==> src/rtl/reorder_buffer.sv <==
// In-order retirement buffer: allocates tagged entries at issue, collects ALU/LSB results,
// and retires the head entry as a register commit, store release or branch-mispredict flush.
module reorder_buffer #(
  parameter int ROB_WIDTH = 4
) (
  input  logic                 clockIn,
  input  logic                 resetIn,
  input  logic                 readyIn,
  input  logic                 issueFlag,
  input  logic [1:0]           issueType,
  input  logic [4:0]           issueRd,
  input  logic                 issuePredTaken,
  input  logic [31:0]          issueAltPC,
  output logic [ROB_WIDTH-1:0] issueTag,
  output logic                 full,
  input  logic                 aluFlag,
  input  logic [31:0]          aluVal,
  input  logic [ROB_WIDTH-1:0] aluDest,
  input  logic                 lsbFlag,
  input  logic [31:0]          lsbVal,
  input  logic [ROB_WIDTH-1:0] lsbDest,
  input  logic [ROB_WIDTH-1:0] qjTag,
  input  logic [ROB_WIDTH-1:0] qkTag,
  output logic                 qjReady,
  output logic                 qkReady,
  output logic [31:0]          qjVal,
  output logic [31:0]          qkVal,
  output logic                 commitFlag,
  output logic [4:0]           commitRd,
  output logic [31:0]          commitVal,
  output logic [ROB_WIDTH-1:0] commitTag,
  output logic                 storeCommitFlag,
  output logic [ROB_WIDTH-1:0] storeCommitTag,
  output logic                 flushFlag,
  output logic [31:0]          flushPC
);

  localparam int                 ROB_SIZE   = 2 ** ROB_WIDTH;
  localparam logic [ROB_WIDTH:0] COUNT_FULL = ROB_SIZE;
  localparam logic [ROB_WIDTH-1:0] PTR_ONE  = 1;
  localparam logic [1:0] TYPE_REG    = 2'd0;
  localparam logic [1:0] TYPE_STORE  = 2'd1;
  localparam logic [1:0] TYPE_BRANCH = 2'd2;

  logic        busy_reg  [ROB_SIZE];
  logic        ready_reg [ROB_SIZE];
  logic [1:0]  type_reg  [ROB_SIZE];
  logic [4:0]  rd_reg    [ROB_SIZE];
  logic [31:0] val_reg   [ROB_SIZE];
  logic        pred_reg  [ROB_SIZE];
  logic [31:0] alt_reg   [ROB_SIZE];

  logic [ROB_WIDTH-1:0] head_reg;
  logic [ROB_WIDTH-1:0] tail_reg;
  logic [ROB_WIDTH:0]   count_reg;
  logic [ROB_WIDTH:0]   count_next;

  logic [ROB_SIZE-1:0] alu_hit;
  logic [ROB_SIZE-1:0] lsb_hit;
  logic                commit_fire;
  logic                mispredict;
  logic                issue_fire;
  logic [1:0]          head_type;

  assign full     = (count_reg == COUNT_FULL);
  assign issueTag = tail_reg;

  // Results only land on entries that are still in flight.
  genvar gi;
  generate
    for (gi = 0; gi < ROB_SIZE; gi++) begin : g_hit
      assign alu_hit[gi] = aluFlag && (aluDest == ROB_WIDTH'(gi)) && busy_reg[gi];
      assign lsb_hit[gi] = lsbFlag && (lsbDest == ROB_WIDTH'(gi)) && busy_reg[gi];
    end
  endgenerate

  assign head_type   = type_reg[head_reg];
  assign commit_fire = busy_reg[head_reg] && ready_reg[head_reg];
  assign mispredict  = commit_fire && (head_type == TYPE_BRANCH) &&
                       (val_reg[head_reg][0] != pred_reg[head_reg]);
  assign issue_fire  = issueFlag && !full;
  assign count_next  = count_reg + (ROB_WIDTH+1)'(issue_fire) - (ROB_WIDTH+1)'(commit_fire);

  // Operand lookup: stored result first, then same-cycle bypass from the result buses.
  function automatic logic [32:0] lookup(input logic [ROB_WIDTH-1:0] tag);
    logic [32:0] res;
    res = '0;
    if (busy_reg[tag] && ready_reg[tag]) res = {1'b1, val_reg[tag]};
    else if (aluFlag && aluDest == tag)  res = {1'b1, aluVal};
    else if (lsbFlag && lsbDest == tag)  res = {1'b1, lsbVal};
    return res;
  endfunction

  always_comb begin
    {qjReady, qjVal} = lookup(qjTag);
    {qkReady, qkVal} = lookup(qkTag);
  end

  always_ff @(posedge clockIn or negedge resetIn) begin
    if (!resetIn) begin
      head_reg        <= '0;
      tail_reg        <= '0;
      count_reg       <= '0;
      commitFlag      <= 1'b0;
      commitRd        <= '0;
      commitVal       <= '0;
      commitTag       <= '0;
      storeCommitFlag <= 1'b0;
      storeCommitTag  <= '0;
      flushFlag       <= 1'b0;
      flushPC         <= '0;
      for (int i = 0; i < ROB_SIZE; i++) begin
        busy_reg[i]  <= 1'b0;
        ready_reg[i] <= 1'b0;
        type_reg[i]  <= TYPE_REG;
        rd_reg[i]    <= '0;
        val_reg[i]   <= '0;
        pred_reg[i]  <= 1'b0;
        alt_reg[i]   <= '0;
      end
    end else begin
      commitFlag      <= 1'b0;
      storeCommitFlag <= 1'b0;
      flushFlag       <= 1'b0;
      if (readyIn) begin
        if (commit_fire) begin
          case (head_type)
            TYPE_REG: begin
              commitFlag <= 1'b1;
              commitRd   <= rd_reg[head_reg];
              commitVal  <= val_reg[head_reg];
              commitTag  <= head_reg;
            end
            TYPE_STORE: begin
              storeCommitFlag <= 1'b1;
              storeCommitTag  <= head_reg;
            end
            TYPE_BRANCH: begin
              if (mispredict) begin
                flushFlag <= 1'b1;
                flushPC   <= alt_reg[head_reg];
              end
            end
            default: ;
          endcase
        end

        if (mispredict) begin
          // Flush discards every younger entry, pending writebacks and any concurrent issue.
          head_reg  <= '0;
          tail_reg  <= '0;
          count_reg <= '0;
          for (int i = 0; i < ROB_SIZE; i++) busy_reg[i] <= 1'b0;
        end else begin
          for (int i = 0; i < ROB_SIZE; i++) begin
            if (alu_hit[i]) begin
              ready_reg[i] <= 1'b1;
              val_reg[i]   <= aluVal;
            end else if (lsb_hit[i]) begin
              ready_reg[i] <= 1'b1;
              val_reg[i]   <= lsbVal;
            end
          end
          if (commit_fire) begin
            busy_reg[head_reg] <= 1'b0;
            head_reg           <= head_reg + PTR_ONE;
          end
          if (issue_fire) begin
            busy_reg[tail_reg]  <= 1'b1;
            ready_reg[tail_reg] <= 1'b0;
            type_reg[tail_reg]  <= issueType;
            rd_reg[tail_reg]    <= issueRd;
            pred_reg[tail_reg]  <= issuePredTaken;
            alt_reg[tail_reg]   <= issueAltPC;
            tail_reg            <= tail_reg + PTR_ONE;
          end
          count_reg <= count_next;
        end
      end
    end
  end

endmodule

==> config.mk <==
export PLATFORM = sky130hd
export DESIGN_NAME = reorder_buffer
export DESIGN_NICKNAME = d
export VERILOG_FILES = /design/src/rtl/reorder_buffer.sv
export SDC_FILE = /design/constraint.sdc
export NUM_CORES = 2
export LEC_CHECK = 0
export CORE_MARGIN = 1.5
export CORE_UTILIZATION = 60
export CTS_CLUSTER_DIAMETER = 200
export DETAILED_ROUTE_END_ITERATION = 12
export GPL_TIMING_DRIVEN = 0
export PLACE_DENSITY_LB_ADDON = 0.25
export SYNTH_ARGS = -nofsm -noshare
export SYNTH_HDL_FRONTEND = slang
export SYNTH_SLANG_ARGS = --single-unit
==> constraint.sdc <==
create_clock -name clockIn -period 6.4 [get_ports clockIn]
set_input_delay 1.6 -clock clockIn [delete_from_list [all_inputs] [get_ports clockIn]]
set_output_delay 1.6 -clock clockIn [all_outputs]
set_load 0.02 [all_outputs]
# After elaboration in Yosys (flattened, before gate mapping)
# Index checks and enable logic that the tools add are counted.
# word_totals
in_bits,126
elab_cells,478
output_inout_bits,151
reg_bits,1277
# classes
n_bitwise,10
mux,176
reduce_logical,121
magnitude_cmp,6
eq_ne,38
n_addsub,4
# ops
op,count
two-way mux 32 bit,41
binary-select mux 32 bit (select 4 bit),4
bitwise mux 512 bit,1
two-way mux 33 bit,6
demux 32 bit (select 4 bit),1
two-way mux 16 bit,6
two-way mux 1 bit,90
bitwise mux 80 bit,1
logical AND 1 bit,76
"== test 4 bit, second input constant",16
AND reduction 3 bit,19
nonzero test 2 bit,18
AND 16 bit,2
bitwise mux 32 bit,1
"== test 4 x 3 -> 1 bit, second input constant",8
inverter 16 bit,2
binary-select mux 1 bit (select 4 bit),7
binary-select mux 5 bit (select 4 bit),1
demux 5 bit (select 4 bit),1
"greater-or-equal comparator 5 bit, second input constant",4
two-way mux 5 bit,4
inverter 4 -> 5 bit,4
bitwise mux 16 bit,1
"== test 4 x 2 -> 1 bit, second input constant",4
other kinds (22),37

# Longest topological paths before layout
# logic_depth
ltp_word,13
mapped_depth,17
ltp_nobuf,15

# Worst setup path before layout
# No wires, ideal clock.
# synth_timing
kind,input to output
start,input qkTag[0]
end,output qkVal[15]
setup_slack_ps,948
required_time_ps,4800
n_path_buf,5
cell_stages,8
t_arrival_ps,3852
cell_sequence,clkbuf_1 clkbuf_1 buf_1 mux4_2 clkbuf_1 clkbuf_1 nor2_1 a21oi_1
# synth_between
elab_chain_cells,6
elab_cells_between_ends,18
cone_classes,2 x eq/ne; 12 x mux; 1 x bitwise; 3 x reduce/logical
# synth_lines
element,line_no,rtl
"start, declared",23,"input logic [ROB_WIDTH-1:0] qkTag,"
inverter 4 -> 5 bit (not written as such),88,"if (busy_reg[tag] && ready_reg[tag]) res = {1'b1, val_reg[tag]};"
binary-select mux 1 bit (select 4 bit),88,
two-way mux 1 bit (not written as such) (2 in series),88,
logical AND 1 bit,88,
two-way mux 33 bit (*),88,
"end, declared",27,"output logic [31:0] qkVal,"
# Mark *: on every way between the ends. The rest lies on a longest branch, timed or not. The select of a mux whose other input is x is not followed.

# Worst setup path after layout
# layout_timing
start,input qkTag[2]
end,output qkVal[2]
# Same word-level chain as after synthesis.

==> metrics.cfg <==
[outcome]
status=finished, violations left
violations=max-capacitance violations, max-slew violations, negative setup slack

[routing]
drc=0
firstDrtPassIters=8
wl_per_cell_um=35.5
via_count=50000
postRouteAntennaNets=0
via_per_inst=7.28
drtIter0Drc=5865
totalWireLength_um=244000

[yosys]
synthesis.area_sq_um=72700
ys_async_sr_fraction=1.00
synthTopCellsByArea=dfrtp_1 44%, mux2_2 26%, mux4_2 21%, clkbuf_1 1.5%, mux2_1 0.88%
ys.flop_type=dfrtp_1
synth_nets=4864
ys_seq_elements=1277
synth_top_area_share=0.440
syn_inst=4723
synth_warnings=0
ys_types=53
yosysTopAreaCell=dfrtp_1
syn_avg_cell_area_sq_um=15.4
ys_seq_area_frac=0.440
synth_edf_count=0

[critical_path]
cp_max_fo=10
r2r_slack_ns=1.36
worst-setup-path-type=input port to output port
rr_startpoint=head_reg[1]$_DFFE_PN0P_
cp-end-kind=output port
critPathCapture=qkVal[2]
critPathRequiredTime_ns=4.80
worstRegToRegCells=7
arrival_ns=4.88
start_kind=input port
r2r_end=commitVal[22]$_DFFE_PN0P_
critPathLaunch=qkTag[2]

[floorplanning]
ios=277
core_area_sq_um=120000
die_x_um=351
fp.dieArea_sq_um=123000
fp.dieH_um=351
rows=127
start_util=0.606

[sta]
rsz0062_at_grt=yes
hold_violations=0
fin_crit_ns=6.48
slew_headroom=-0.0104
tightestPinTransition_ns=1.52
drv_slew=24
skew_ns=0.0513
fmax_mhz=154
period_share=1.01
holdWs_ns=0.486
fin_tns_setup_ns=-0.353
timing.final.ws_setup_ns=-0.0799
setup_viol=11

[grt]
grt_max_degree=171
grt_remaining_overflow=0
grt_usage=0.402
grt_antenna_before_repair=27
grt_pass1_vias=51700
grt_pass1_wl_um=353000

[cts]
cts_root_buf=clkbuf_16
h-tree-depth=4
clockBufferDepth=3
clk_latency_ns=0.82
clk_pin_slew_ns=0.06
numCtsBuffers=141
hold_buffers=0
cts_tree=done
cts.sinks=1277

[finish]
num-fill-cells=8097
syn2layout_area_growth_pct=13.9
drive_above_1_share=0.548
final_core_util=0.690
nets=5285

[pwr]
p_per_area_nw_per_um2=429
power_mw=35.5
irDropWorstVdd_mv=0.364
power.leakage_nw=35.4

[min_path]
min_path_cells=1
min_from=alt_reg[445]$_DFFE_PN0P_
hold_path_class=flip-flop to flip-flop

[place]
dpl.hpwl_um=161000
portBuffers=265
gp_congestion=0.969

[run]
maxCapViolations=2

==> area by class of cell <==
type / count / area, sq um / share of cell area
clock inverters: 41 / 594 / 0.00718
clock buffers: 209 / 4120 / 0.0497
plain buffers: 495 / 2380 / 0.0288
repair buffers: 278 / 2930 / 0.0354
flip-flops and latches: 1277 / 32000 / 0.386
well taps: 1612 / 2020 / 0.0244
multi-input cells: 2936 / 38700 / 0.467
diodes: 13 / 32.5 / 0.000393
inverters: 15 / 56.3 / 0.000680
==> cells by family after synthesis <==
logic type | Yosys count | synth area share
multiplexers | 2439 | 0.485
flip-flops | 1277 | 0.440
buffers and inverters | 510 | 0.0301
AO/OA/AOI/OAI | 243 | 0.0255
AND/OR/NAND/NOR | 218 | 0.0142
XOR/XNOR | 21 | 0.00274
adder cells (fa/ha/maj) | 15 | 0.00269
==> synth_stat cells, types with 13 or more instances <==
cell / n
buf_1: 74
inv_1: 13
buf_4: 41
o21ai_0: 15
xor2_1: 14
ha_1: 14
dfrtp_1: 1277
nand2_1: 52
nand3_1: 22
nor2_1: 79
mux2_1: 57
clkbuf_1: 288
a21oi_1: 71
mux2_2: 1685
and3_1: 15
buf_2: 91
mux4_2: 693
a22oi_1: 70
==> power breakdown <==
group,switching [mW],internal [mW]
Clock,3.60,4.78
Combinational,6.47,7.44
Sequential,2.19,11.0
==> cells in the final DEF, fill, tap and decap left out, drive strengths merged, types with 20 or more instances in the layout <==
cell type / netlist / routed
mux2: 1742 / 1742
mux4: 693 / 693
a22oi: 70 / 70
clkdlybuf4s50: 0 / 260
clkinv: 0 / 20
dfrtp: 1277 / 1277
clkbuf: 288 / 500
nand2: 52 / 52
nand3: 22 / 22
nor2: 79 / 79
inv: 15 / 24
buf: 207 / 205
a21oi: 71 / 71
==> through the flow <==
stage	instance area (sq um)	worst slack [ns]	instances
final	82800	-0.0799	6876
after global routing	82700	-0.0326	6866
after CTS	82700	0.0116	6859
after detailed placement	77600	-1.77	6609
after global placement	77400	-54.86	6600
after floorplan	72700	0.948	4723
==> critical path: stages <==
cell,delay (ns)
clkdlybuf4s15_2,0.33
buf_6,0.25
mux4_2,0.52
mux4_2,0.54
clkbuf_2,0.28
clkbuf_4,0.33
a21oi_2,0.35
clkdlybuf4s50_1,0.67
==> per-layer routing <==
metal | part of all wire | up-vias | global-route usage
li1 | - | 19300 | -
met1 | 0.35 | 26200 | 0.503
met2 | 0.45 | 3498 | 0.604
met3 | 0.12 | 997 | 0.142
met4 | 0.070 | 32 | 0.245
met5 | 0.00089 | - | 0.00235
==> how the worst min path moves through the flow <==
stage,slack (ns),end
final,0.49,alt_reg[445]$_DFFE_PN0P_
after global routing,0.51,alt_reg[62]$_DFFE_PN0P_
after CTS,0.49,alt_reg[414]$_DFFE_PN0P_
after detailed placement,0.47,alt_reg[155]$_DFFE_PN0P_
after global placement,0.46,alt_reg[412]$_DFFE_PN0P_
after floorplan,0.45,alt_reg[151]$_DFFE_PN0P_
==> timing repair <==
action,in CTS,in global routing
setup endpoints to repair,66,58
setup buffers,0,4
resized for setup,166,37
pin swaps,0,2
No activity file was read; power rests on OpenSTA's default activity.
